[config.mk]
export PLATFORM = sky130hd
export DESIGN_NAME = root_round_controller
export DESIGN_NICKNAME = d
export VERILOG_FILES = /design/src/rtl/root_round_controller.sv
export SDC_FILE = /design/constraint.sdc
export NUM_CORES = 1
export LEC_CHECK = 0
export ABC_AREA = 1
export BUFFER_PORTS_ARGS = -buffer_cell sky130_fd_sc_hd__buf_2
export CAP_MARGIN = 20
export CORE_MARGIN = 1.5
export CORE_UTILIZATION = 39
export CTS_BUF_LIST = sky130_fd_sc_hd__clkbuf_16
export CTS_CLUSTER_DIAMETER = 60
export DETAILED_ROUTE_END_ITERATION = 10
export GPL_TIMING_DRIVEN = 1
export HOLD_SLACK_MARGIN = 0.1
export SKIP_LAST_GASP = 1
export SLEW_MARGIN = 20
export SYNTH_ARGS = -nofsm -noshare
export SYNTH_HDL_FRONTEND = slang
export SYNTH_SLANG_ARGS = --single-unit
[constraint.sdc]
create_clock -name clk -period 2.1 [get_ports clk]
set_clock_uncertainty 0.15 [all_clocks]
set_input_delay 0.105 -clock clk [delete_from_list [all_inputs] [get_ports clk]]
set_output_delay 0.105 -clock clk [all_outputs]
set_load 0.01 [all_outputs]
[src/rtl/root_round_controller.sv]
// root_round_controller
// Round sequencer for the root hub of the multi-FPGA union-find decoder.
// A round is LOAD, then one or more GROW commands, then RESULT. After every
// GROW the controller waits for the children to go quiet. It then either
// finishes the round, grows again, or gives up and reports a deadlock.
//
// Ports:
//   clk                            system clock
//   reset                          synchronous, active-high reset
//   new_round_start                single-cycle request to start a round
//   cmd_data[1:0]                  command: 0=LOAD, 1=GROW, 2=RESULT
//   cmd_valid / cmd_ready          valid/ready handshake for cmd_data
//   downstream_has_message_flying  per-child messages-in-flight flags
//   downstream_has_odd_clusters    per-child odd-cluster flags
//   result_valid                   round finished normally (sticky)
//   deadlock                       round aborted (sticky)
//   iteration_counter              GROW commands accepted this round
//   cycle_counter                  active cycles this round
//   busy                           round in progress
module root_round_controller #(
    parameter int NUM_CHILDREN            = 2,
    parameter int ITERATION_COUNTER_WIDTH = 8,
    parameter int MAX_ITERATIONS          = 16,
    parameter int QUIET_CYCLES            = 3,
    parameter int DEADLOCK_CYCLES         = 4096
) (
    input  logic                               clk,
    input  logic                               reset,
    input  logic                               new_round_start,
    output logic [1:0]                         cmd_data,
    output logic                               cmd_valid,
    input  logic                               cmd_ready,
    input  logic [NUM_CHILDREN-1:0]            downstream_has_message_flying,
    input  logic [NUM_CHILDREN-1:0]            downstream_has_odd_clusters,
    output logic                               result_valid,
    output logic                               deadlock,
    output logic [ITERATION_COUNTER_WIDTH-1:0] iteration_counter,
    output logic [31:0]                        cycle_counter,
    output logic                               busy
);

    localparam int ICW = ITERATION_COUNTER_WIDTH;
    // quiet_cnt never exceeds QUIET_CYCLES: it either exits or clears first.
    localparam int QW  = (QUIET_CYCLES < 2) ? 1 : $clog2(QUIET_CYCLES + 1);

    localparam logic [1:0]     CMD_LOAD   = 2'd0;
    localparam logic [1:0]     CMD_GROW   = 2'd1;
    localparam logic [1:0]     CMD_RESULT = 2'd2;
    localparam logic [QW-1:0]  QUIET_LAST = QW'(QUIET_CYCLES - 1);
    localparam logic [31:0]    TIMEOUT_AT = 32'(DEADLOCK_CYCLES - 1);
    localparam logic [ICW-1:0] ITER_CAP   = ICW'(MAX_ITERATIONS);
    localparam logic [ICW-1:0] ITER_SAT   = {ICW{1'b1}};
    localparam logic [31:0]    CYC_SAT    = 32'hFFFF_FFFF;

    typedef enum logic [2:0] {
        ST_IDLE        = 3'd0,
        ST_SEND_LOAD   = 3'd1,
        ST_SEND_GROW   = 3'd2,
        ST_WAIT_QUIET  = 3'd3,
        ST_SEND_RESULT = 3'd4,
        ST_DONE        = 3'd5,
        ST_DEADLOCK    = 3'd6
    } state_t;

    state_t           state_q, state_d;
    logic [QW-1:0]    quiet_cnt_q, quiet_cnt_d;
    logic [ICW-1:0]   iter_q, iter_d;
    logic [31:0]      cyc_q, cyc_d;
    logic             cmd_valid_q, cmd_valid_d;
    logic [1:0]       cmd_data_q, cmd_data_d;
    logic             result_valid_q, result_valid_d;
    logic             deadlock_q, deadlock_d;
    logic             busy_q, busy_d;

    logic             active_s;
    logic             xfer_s;
    logic             start_s;
    logic             timeout_s;
    logic             any_flying_s;
    logic             any_odd_s;

    function automatic logic is_active(input state_t s);
        case (s)
            ST_SEND_LOAD, ST_SEND_GROW, ST_WAIT_QUIET, ST_SEND_RESULT: return 1'b1;
            default:                                                  return 1'b0;
        endcase
    endfunction

    assign active_s     = is_active(state_q);
    // cmd_valid_q is high exactly in the SEND_* states, so this is a transfer.
    assign xfer_s       = cmd_valid_q & cmd_ready;
    assign start_s      = ~active_s & new_round_start;
    assign timeout_s    = active_s & (cyc_q == TIMEOUT_AT);
    assign any_flying_s = |downstream_has_message_flying;
    assign any_odd_s    = |downstream_has_odd_clusters;

    // State and output registers
    always_ff @(posedge clk) begin
        if (reset) begin
            state_q        <= ST_IDLE;
            quiet_cnt_q    <= '0;
            iter_q         <= '0;
            cyc_q          <= 32'd0;
            cmd_valid_q    <= 1'b0;
            cmd_data_q     <= CMD_LOAD;
            result_valid_q <= 1'b0;
            deadlock_q     <= 1'b0;
            busy_q         <= 1'b0;
        end else begin
            state_q        <= state_d;
            quiet_cnt_q    <= quiet_cnt_d;
            iter_q         <= iter_d;
            cyc_q          <= cyc_d;
            cmd_valid_q    <= cmd_valid_d;
            cmd_data_q     <= cmd_data_d;
            result_valid_q <= result_valid_d;
            deadlock_q     <= deadlock_d;
            busy_q         <= busy_d;
        end
    end

    // Next-state logic; the cycle budget overrides everything, including a handshake
    always_comb begin
        state_d = state_q;
        if (timeout_s) begin
            state_d = ST_DEADLOCK;
        end else begin
            case (state_q)
                ST_IDLE, ST_DONE, ST_DEADLOCK: begin
                    if (start_s) state_d = ST_SEND_LOAD;
                    else         state_d = state_q;
                end
                ST_SEND_LOAD: begin
                    if (xfer_s) state_d = ST_SEND_GROW;
                    else        state_d = state_q;
                end
                ST_SEND_GROW: begin
                    if (xfer_s) state_d = ST_WAIT_QUIET;
                    else        state_d = state_q;
                end
                ST_WAIT_QUIET: begin
                    // Odd clusters are only looked at once the window has filled.
                    if (!any_flying_s && (quiet_cnt_q == QUIET_LAST)) begin
                        if (!any_odd_s)              state_d = ST_SEND_RESULT;
                        else if (iter_q == ITER_CAP) state_d = ST_DEADLOCK;
                        else                         state_d = ST_SEND_GROW;
                    end else begin
                        state_d = state_q;
                    end
                end
                ST_SEND_RESULT: begin
                    if (xfer_s) state_d = ST_DONE;
                    else        state_d = state_q;
                end
                default: state_d = ST_IDLE;
            endcase
        end
    end

    // Round counters: iteration count, active-cycle count and quiet window
    always_comb begin
        iter_d      = iter_q;
        cyc_d       = cyc_q;
        quiet_cnt_d = quiet_cnt_q;
        if (start_s) begin
            iter_d = '0;
            cyc_d  = 32'd0;
        end else if (active_s) begin
            if (cyc_q != CYC_SAT) cyc_d = cyc_q + 32'd1;
            else                  cyc_d = cyc_q;
            // A GROW accepted in the timeout cycle counts as dropped.
            if (timeout_s) begin
                iter_d = iter_q;
            end else if ((state_q == ST_SEND_GROW) && xfer_s) begin
                if (iter_q != ITER_SAT) iter_d = iter_q + ICW'(1);
                else                    iter_d = iter_q;
                quiet_cnt_d = '0;
            end else if (state_q == ST_WAIT_QUIET) begin
                if (any_flying_s) quiet_cnt_d = '0;
                else              quiet_cnt_d = quiet_cnt_q + QW'(1);
            end else begin
                quiet_cnt_d = quiet_cnt_q;
            end
        end else begin
            iter_d = iter_q;
        end
    end

    // Output decode of the next state so that every output is a flop
    always_comb begin
        cmd_valid_d    = 1'b0;
        cmd_data_d     = CMD_LOAD;
        result_valid_d = 1'b0;
        deadlock_d     = 1'b0;
        busy_d         = is_active(state_d);
        case (state_d)
            ST_SEND_LOAD: begin
                cmd_valid_d = 1'b1;
                cmd_data_d  = CMD_LOAD;
            end
            ST_SEND_GROW: begin
                cmd_valid_d = 1'b1;
                cmd_data_d  = CMD_GROW;
            end
            ST_SEND_RESULT: begin
                cmd_valid_d = 1'b1;
                cmd_data_d  = CMD_RESULT;
            end
            ST_DONE:     result_valid_d = 1'b1;
            ST_DEADLOCK: deadlock_d     = 1'b1;
            default: begin
                cmd_valid_d = 1'b0;
                cmd_data_d  = CMD_LOAD;
            end
        endcase
    end

    assign cmd_valid         = cmd_valid_q;
    assign cmd_data          = cmd_data_q;
    assign result_valid      = result_valid_q;
    assign deadlock          = deadlock_q;
    assign iteration_counter = iter_q;
    assign cycle_counter     = cyc_q;
    assign busy              = busy_q;

endmodule

==> results.sh, run 1 <==
export IMPL_relSlewSlack_pct=65.4
export IMPL_finalHoldViolCount=0
export IMPL_numPortBuffers=53
export IMPL_cp_top_family="simple AND/OR/NAND/NOR gates"
export IMPL_p_leak_nw=1.54
export IMPL_core_area_sq_um=7770
export IMPL_fin_nets=550
export IMPL_crit_fanout=32
export IMPL_synth_area_sq_um=3140
export IMPL_ir_drop_uv=553
export IMPL_path_class="reg -> reg"
export IMPL_antenna_found_initial=0
export IMPL_fin_tns_setup_ns=0
export IMPL_grt_max_degree=33
export IMPL_final_antenna_net_count=0
export IMPL_h_tree_depth=2
export IMPL_cts_root_buf="clkbuf_16"
export IMPL_yosysTopAreaCellShare_pct=32.5
export IMPL_postLayoutCellArea_sq_um=3700
export IMPL_syn_avg_cell_area_sq_um=6.59
export IMPL_fin_crit_sh_pct=91.6
export IMPL_outcome="complete, no violations"
export IMPL_synth_common_cells="nand2_1, nor2_1, dfxtp_1, a21oi_1, inv_1"
export IMPL_synth_edf_count=0
export IMPL_setup_viol=0
export IMPL_syn_to_final_growth_pct=17.6
export IMPL_grt_overflow=0
export IMPL_critPathRequiredTime_ns=2.13
export IMPL_yosysTopAreaCell="dfxtp_1"
export IMPL_diodes=0
export IMPL_nFillCells=818
export IMPL_maxSlewViolCount=0
export IMPL_fin_cells=641
export IMPL_grt_total_usage_pct=19.1
export IMPL_cp_end_kind="flop"
export IMPL_wl_per_cell_um=12.4
export IMPL_synth_ff_latch_count=51
export IMPL_fin_crit_ns=1.92
export IMPL_vias=3189
export IMPL_routed_via_density=4.98
export IMPL_power_density_nw_per_um2=818
export IMPL_die_h_um=92.8
export IMPL_yosys_warnings=0
export IMPL_place_area_sq_um=3550
export IMPL_max_stage_delay_ns=0.31
export IMPL_seq_area_frac_synth_pct=32.5
export IMPL_die_width_um=92.8
export IMPL_worstPathArrival_ns=1.96
export IMPL_synth_distinct_cells=35
export IMPL_cp_slowest_cell="dfxtp_1"
export IMPL_drtPass1Iterations=4
export IMPL_hold_path_class="in -> reg"
export IMPL_initial_core_util_pct=40.5
export IMPL_placedCellCount=632
export IMPL_syn_inst=477
export IMPL_tightest_slew_ns=0.519
export IMPL_maxCapViolations=0
export IMPL_finalWirelength_um=7970
export IMPL_grt_pass1_wl_um=13300
export IMPL_grt_pass1_vias=2943
export IMPL_synth_area_top_cells="dfxtp_1, nand2_1, nor2_1"
export IMPL_cts_tree="done"
export IMPL_synth_most_common_cell="nand2_1"
export IMPL_die_area_sq_um=8610
export IMPL_crit_buf_inv=1
export IMPL_place_congestion=0.898
export IMPL_drc=0
export IMPL_rsz0062_at_grt="false"
export IMPL_dpl_hpwl_um=6200
export IMPL_syn_nets=489
export IMPL_clock_latency_ns=0.29
export IMPL_cts_sink_count=51
export IMPL_timing_hold_ws_ns=0.123
export IMPL_ioPinCount=54
export IMPL_clk_path_buf_depth=2
export IMPL_numCtsBuffers=5
export IMPL_cp_start_kind="flop"
export IMPL_worstPathCellList="ha_1 -> nand2_1 -> nor2_2 -> nand2_2 -> nor2_4 -> a21boi_2 -> buf_12 -> nand3_1 -> and3_1"
export IMPL_drt_iter0_markers=159
export IMPL_final_layout_size_suffix_gt1_share_pct=19.5
export IMPL_ys_flop_type="dfxtp_1"
export IMPL_path_clk_slew_ns=0.06
export IMPL_num_rows=32
export IMPL_async_flop_share_pct=0
export IMPL_fmax_mhz=520
==> report_power, final <==
| group | total (mW) | switching, mW | internal (mW) |
|---|---|---|---|
| sequential | 1.08 | 0.0541 | 1.03 |
| combinational | 1.18 | 0.796 | 0.379 |
| clock | 0.769 | 0.339 | 0.429 |
| total | 3.03 | 1.19 | 1.84 |
==> cell families after synthesis <==
| logic type | share of synthesized area (%) |
|---|---|
| AO/OA/AOI/OAI | 9.35 |
| XOR/XNOR | 6.41 |
| adder cells (fa/ha/maj) | 1.59 |
| buffers and inverters | 8.48 |
| flip-flops | 32.5 |
| AND/OR/NAND/NOR | 41.7 |
==> worst paths after layout <==
kind                                    startpoint                       endpoint  slack (ns)  cells after the start
setup / recovery     cycle_counter[0]$_SDFFE_PP0P_  cycle_counter[9]$_SDFFE_PP0P_        0.18                      9
hold / removal    downstream_has_message_flying[0]    quiet_cnt_q[1]$_SDFFE_PP0P_        0.12                      6
setup reg to reg     cycle_counter[0]$_SDFFE_PP0P_  cycle_counter[9]$_SDFFE_PP0P_        0.18                      9
hold reg to reg        quiet_cnt_q[1]$_SDFFE_PP0P_    quiet_cnt_q[1]$_SDFFE_PP0P_        0.31                      2
==> routing by layer <==
| metal | vias up | GRT usage (%) | part of all wire, % |
|---|---|---|---|
| met5 | - | 0 | 0 |
| met4 | 0 | 5.05 | 1.5 |
| met3 | 12 | 3.20 | 4.8 |
| met2 | 76 | 34.4 | 49 |
| met1 | 1443 | 23.1 | 45 |
| li1 | 1658 | - | - |
==> layout make-up <==
class | count | area (sq um) | share of cell area [%]
flip-flops and latches | 51 | 1020 | 27.6
well taps | 102 | 128 | 3.45
clock buffers | 5 | 125 | 3.38
repair buffers | 66 | 378 | 10.2
inverters | 47 | 176 | 4.77
multi-input cells | 367 | 1860 | 50.3
clock inverters | 3 | 11.3 | 0.304
==> timing repair <==
action | CTS | global route
gates resized for setup | 0 | 1
hold buffers | 1 | 0
hold endpoints to repair | 8 | 0
buffers inserted | 0 | 0
endpoints found under the setup margin | 0 | 1
==> flip-flops by register name, indices dropped and copies added (netlist names) <==
signal	cells
busy	1
cmd_data	2
cmd_valid	1
cycle_counter	32
deadlock	1
iteration_counter	8
quiet_cnt_q	2
result_valid	1
state_q	3
==> metrics by stage <==
step	utilization (%)	total power [mW]	worst slack [ns]
floorplan	-	2.04	0.140
global placement	45.7	2.26	0.239
detailed placement	45.7	2.29	0.170
CTS	47.6	3.05	0.163
global route	47.6	3.23	0.0204
finish	47.6	3.03	0.177
==> worst register-to-register path, cell delays in order, from the launching register on <==
cell and delay [ns]:
dfxtp_1 0.31, ha_1 0.24, nand2_1 0.10, nor2_2 0.05
nand2_2 0.17, nor2_4 0.09, a21boi_2 0.23, buf_12 0.22
nand3_1 0.09, and3_1 0.17
==> cells in the final DEF, fill, tap and decap left out <==
cell	count
ha_1	4
inv_1	38
nand3_2	2
buf_12	1
nor3_2	5
a21boi_2	1
clkbuf_16	5
xnor2_1	7
nor2_1	61
inv_2	10
nor2_2	4
xor2_1	16
o21ai_0	12
o21ai_1	6
buf_2	53
dlygate4sd3_1	1
nand2_2	4
clkinv_1	2
nand3_1	20
nand3b_1	1
nand3_4	1
nor3b_1	4
nor2_4	3
nor4_1	1
nand4_1	18
o21bai_1	1
nand2_1	137
buf_4	11
or2_2	2
nor3_1	16
dfxtp_1	51
nand2_8	1
nand4_2	1
nand2_4	1
and3_1	1
a21oi_1	37
Note: power is estimated with default switching activity, not from simulation.
==> inputs of run 2 (changes only) <==
==> constraint.sdc (replaced) <==
create_clock -name clk -period 1.9 [get_ports clk]
set_clock_uncertainty 0.15 [all_clocks]
set_input_delay 0.095 -clock clk [delete_from_list [all_inputs] [get_ports clk]]
set_output_delay 0.095 -clock clk [all_outputs]
set_load 0.01 [all_outputs]
==> results.sh, run 2 (synthesis gave the netlist of run 1 again) <==
export IMPL_outcome="complete, no violations"
export IMPL_core_area_sq_um=7770
export IMPL_nFillCells=784
export IMPL_p_leak_nw=1.65
export IMPL_setup_viol=0
export IMPL_timing_hold_ws_ns=0.128
export IMPL_path_clk_slew_ns=0.07
export IMPL_grt_pass1_wl_um=13700
export IMPL_largest_reg_flops=32
export IMPL_numCtsBuffers=5
export IMPL_wl_per_cell_um=13.1
export IMPL_timing_rr_start="cycle_counter[0]$_SDFFE_PP0P_"
export IMPL_maxCapViolations=0
export IMPL_ir_drop_uv=646
export IMPL_final_antenna_net_count=0
export IMPL_die_h_um=92.8
export IMPL_ioPinCount=54
export IMPL_critPathCapture="cycle_counter[24]$_SDFFE_PP0P_"
export IMPL_pre_cts_slack_ns=-0.0390
export IMPL_die_area_sq_um=8610
export IMPL_crit_fanout=3
export IMPL_fin_nets=570
export IMPL_vias=3290
export IMPL_clock_latency_ns=0.29
export IMPL_die_width_um=92.8
export IMPL_final_seq_area_sq_um=1040
export IMPL_final_layout_size_suffix_gt1_share_pct=28.1
export IMPL_numPortBuffers=53
export IMPL_fin_total_pwr_mw=3.64
export IMPL_multiInputGateArea_sq_um=1950
export IMPL_fmax_mhz=557
export IMPL_hold_path_class="in -> reg"
export IMPL_power_density_nw_per_um2=919
export IMPL_rsz0062_at_grt="true"
export IMPL_antenna_found_initial=0
export IMPL_finalWirelength_um=8640
export IMPL_cts_sink_count=51
export IMPL_final_common_cell="nand2_1"
export IMPL_initial_core_util_pct=40.5
export IMPL_place_congestion=0.935
export IMPL_clk_path_buf_depth=2
export IMPL_worstPathArrival_ns=1.82
export IMPL_fin_crit_sh_pct=94.5
export IMPL_finalHoldViolCount=0
export IMPL_worstSetupStartpoint="cycle_counter[0]$_SDFFE_PP0P_"
export IMPL_grt_pass1_vias=2962
export IMPL_cp_end_kind="flop"
export IMPL_h_tree_depth=2
export IMPL_num_rows=32
export IMPL_layout_common_cells="nand2_1, nor2_1, buf_2"
export IMPL_fin_util_pct=51.0
export IMPL_diodes=0
export IMPL_critPathRequiredTime_ns=1.93
export IMPL_cts_tree="done"
export IMPL_syn_to_final_growth_pct=25.9
export IMPL_relSlewSlack_pct=78.8
export IMPL_cts_root_buf="clkbuf_16"
export IMPL_drtPass1Iterations=4
export IMPL_grt_max_degree=27
export IMPL_path_class="reg -> reg"
export IMPL_drt_iter0_markers=127
export IMPL_drc=0
export IMPL_fin_crit_ns=1.79
export IMPL_tightest_slew_ns=0.317
export IMPL_routed_via_density=4.98
export IMPL_timing_rr_end="cycle_counter[24]$_SDFFE_PP0P_"
export IMPL_layout_setup_ws_ns=0.105
export IMPL_grt_total_usage_pct=20.1
export IMPL_r2r_setup_slack_ns=0.11
export IMPL_maxSlewViolCount=0
export IMPL_cp_start_kind="flop"
export IMPL_grt_overflow=0
export IMPL_dpl_hpwl_um=6460
export IMPL_r2r_cells=9
==> run 2: metrics by stage <==
| stage | cell area, sq um | instances | TNS, ns |
|---|---|---|---|
| 2_1_floorplan | 3150 | 477 | 0 |
| 3_3_place_gp | 3670 | 647 | -0.0395 |
| 3_5_place_dp | 3670 | 647 | -0.0390 |
| 4_1_cts | 3820 | 656 | 0 |
| 5_1_grt | 3960 | 661 | -0.115 |
| 6_report | 3960 | 661 | 0 |
==> run 2: where the power goes <==
part	leakage [nW]	switching (mW)	internal (mW)
Clock	0.0649	0.388	0.479
Sequential	0.420	0.0498	1.14
Combinational	1.16	1.04	0.531
Total	1.65	1.48	2.15
==> run 2: layout make-up <==
type                    count  area share [%]
flip-flops and latches     51            26.3
inverters                  47            4.55
clock inverters             3           0.379
well taps                 102            3.22
clock buffers               5            3.16
repair buffers             85            13.2
multi-input cells         368            49.2
==> run 2: critical path: stages (launching register included) <==
cell	delay, ns
dfxtp_2	0.33
ha_2	0.18
nand2_1	0.08
nor2_4	0.13
nand2_2	0.11
buf_4	0.16
nor3_1	0.20
nand3_1	0.12
o21ai_0	0.16
a21oi_1	0.05
==> run 2: worst min-delay path by stage <==
| stage | from | endpoint | slack [ns] | cells after the start |
|---|---|---|---|---|
| after floorplan | reset | state_q[1]$_SDFF_PP0_ | 0.02 | 1 |
| after global placement | reset | cmd_data[0]$_SDFF_PP0_ | 0.17 | 2 |
| after detailed placement | reset | cmd_data[0]$_SDFF_PP0_ | 0.18 | 2 |
| after CTS | downstream_has_message_flying[0] | quiet_cnt_q[1]$_SDFFE_PP0P_ | 0.13 | 6 |
| after global routing | downstream_has_message_flying[0] | quiet_cnt_q[0]$_SDFFE_PP0P_ | 0.20 | 6 |
| final | downstream_has_message_flying[0] | quiet_cnt_q[1]$_SDFFE_PP0P_ | 0.13 | 6 |
==> run 2: per-layer routing <==
layer / GRT usage [%] / share of wire (%)
met1: 24.8 / 44
met2: 34.4 / 49
met3: 3.61 / 5.3
met4: 7.45 / 2.3
met5: 0 / 0
==> run 2: what timing repair did <==
item | 4_1_cts | 5_1_grt
gates resized for setup | 1 | 34
hold endpoints to repair | 8 | 0
endpoints found under the setup margin | 2 | 47
gates cloned | 0 | 1
hold buffers | 1 | 0
setup buffers | 0 | 4
pin swaps | 0 | 4
==> inputs of run 3 (changes only) <==
--- a/config.mk
+++ b/config.mk
@@ -15,7 +15,6 @@
 export DETAILED_ROUTE_END_ITERATION = 10
 export GPL_TIMING_DRIVEN = 1
 export HOLD_SLACK_MARGIN = 0.1
-export SKIP_LAST_GASP = 1
 export SLEW_MARGIN = 20
 export SYNTH_ARGS = -nofsm -noshare
 export SYNTH_HDL_FRONTEND = slang
==> constraint.sdc (replaced) <==
create_clock -name clk -period 1.9 [get_ports clk]
set_clock_uncertainty 0.15 [all_clocks]
set_input_delay 0.285 -clock clk [delete_from_list [all_inputs] [get_ports clk]]
set_output_delay 0.285 -clock clk [all_outputs]
set_load 0.01 [all_outputs]
==> results.sh, run 3 (synthesis gave the netlist of run 1 again) <==
export IMPL_outcome="complete, no violations"
export IMPL_cts_root_buf="clkbuf_16"
export IMPL_grt_max_degree=27
export IMPL_worstSetupStartpoint="cycle_counter[5]$_SDFFE_PP0P_"
export IMPL_die_width_um=92.8
export IMPL_final_antenna_net_count=0
export IMPL_final_layout_size_suffix_gt1_share_pct=28.5
export IMPL_place_congestion=0.976
export IMPL_worst_hold_startpoint="quiet_cnt_q[1]$_SDFFE_PP0P_"
export IMPL_power_density_nw_per_um2=909
export IMPL_timing_rr_start="cycle_counter[5]$_SDFFE_PP0P_"
export IMPL_fin_cells=660
export IMPL_finalHoldViolCount=0
export IMPL_fin_crit_ns=1.80
export IMPL_fmax_mhz=556
export IMPL_antenna_found_initial=0
export IMPL_numPortBuffers=53
export IMPL_syn_to_final_growth_pct=27.5
export IMPL_path_clk_slew_ns=0.07
export IMPL_numCtsBuffers=5
export IMPL_p_leak_nw=1.71
export IMPL_clock_latency_ns=0.29
export IMPL_drc=0
export IMPL_rsz0062_at_grt="true"
export IMPL_layout_setup_ws_ns=0.100
export IMPL_tightest_slew_ns=0.331
export IMPL_vias=3368
export IMPL_grt_util_met1_pct=24.6
export IMPL_fin_total_pwr_mw=3.65
export IMPL_fin_crit_sh_pct=94.7
export IMPL_grt_total_usage_pct=19.7
export IMPL_multiInputGateArea_sq_um=2000
export IMPL_ir_drop_uv=565
export IMPL_final_common_cell="nand2_1"
export IMPL_grt_pass1_vias=3025
export IMPL_drt_iter0_markers=173
export IMPL_ioPinCount=54
export IMPL_layout_common_cells="nand2_1, nor2_1, buf_2"
export IMPL_h_tree_depth=2
export IMPL_critPathRequiredTime_ns=1.97
export IMPL_maxSlewViolCount=0
export IMPL_core_area_sq_um=7770
export IMPL_place_area_sq_um=3660
export IMPL_fin_nets=569
export IMPL_worstPathArrival_ns=1.87
export IMPL_relSlewSlack_pct=77.7
export IMPL_nFillCells=780
export IMPL_num_rows=32
export IMPL_placedCellCount=646
export IMPL_cts_tree="done"
export IMPL_finalWirelength_um=8580
export IMPL_cp_end_kind="flop"
export IMPL_dpl_hpwl_um=6350
export IMPL_diodes=0
export IMPL_cp_start_kind="flop"
export IMPL_hold_path_class="reg -> reg"
export IMPL_fin_util_pct=51.6
export IMPL_grtUsageMet2_pct=35.6
export IMPL_maxCapViolations=0
export IMPL_drtPass1Iterations=5
export IMPL_initial_core_util_pct=40.5
export IMPL_postLayoutCellArea_sq_um=4010
export IMPL_grt_pass1_wl_um=13900
export IMPL_wl_per_cell_um=13.0
export IMPL_path_class="reg -> reg"
export IMPL_die_area_sq_um=8610
export IMPL_pre_cts_slack_ns=0.0508
export IMPL_final_seq_area_sq_um=1040
export IMPL_grt_overflow=0
export IMPL_die_h_um=92.8
export IMPL_clk_path_buf_depth=2
export IMPL_grtUsageMet3_pct=2.96
export IMPL_setup_viol=0
export IMPL_routed_via_density=5.10
export IMPL_largest_reg_flops=32
export IMPL_crit_fanout=5
export IMPL_cts_sink_count=51
export IMPL_top_usage_layer="met2"
==> run 3: area by class of cell <==
type                            instances  area share (%)
Multi-Input combinational cell        369            49.9
Sequential cell                        51            26.0
Clock inverter                          3           0.406
Tap cell                              102            3.18
Inverter                               47            4.49
Clock buffer                            5            3.12
Timing Repair Buffer                   83            12.9
==> run 3: path summary, 6_finish.rpt <==
check	end	slack [ns]	cells past startpoint
hold reg to reg	quiet_cnt_q[1]$_SDFFE_PP0P_	0.31	2
setup reg to reg	cycle_counter[29]$_SDFFE_PP0P_	0.10	8
setup / recovery	cycle_counter[29]$_SDFFE_PP0P_	0.10	8
hold / removal	quiet_cnt_q[1]$_SDFFE_PP0P_	0.31	2
==> run 3: power breakdown <==
part / internal (mW) / switching, mW
clock: 0.482 / 0.386
combinational: 0.542 / 1.04
sequential: 1.14 / 0.0538
total: 2.17 / 1.48
==> run 3: routing by layer <==
metal  wire length (um)  share of wire, %
met4                133               1.5
met2               4240                49
met5                  0                 0
met1               3720                43
met3                487               5.7
==> run 3: critical path, stage by stage, from the launching register on <==
cell and delay (ns):
dfxtp_1 0.41, nand2_1 0.17, nor3_2 0.19, nand2_1 0.15, nor3_4 0.21, nand2_1 0.12
xnor2_1 0.15, nand2_1 0.06, a21oi_1 0.12
==> run 3: what timing repair did <==
action | in CTS | in global routing
hold buffers | 1 | 0
hold endpoints to repair | 4 | 0
resized for setup | 0 | 43
endpoints found under the setup margin | 0 | 48
buffers inserted | 0 | 3
==> run 3: metrics by stage <==
step                      setup TNS [ns]  hold WS, ns
final                                  0        0.307
after global routing             -0.0912        0.335
after CTS                              0        0.305
after detailed placement               0        0.296
after global placement                 0        0.289
after floorplan                        0        0.207
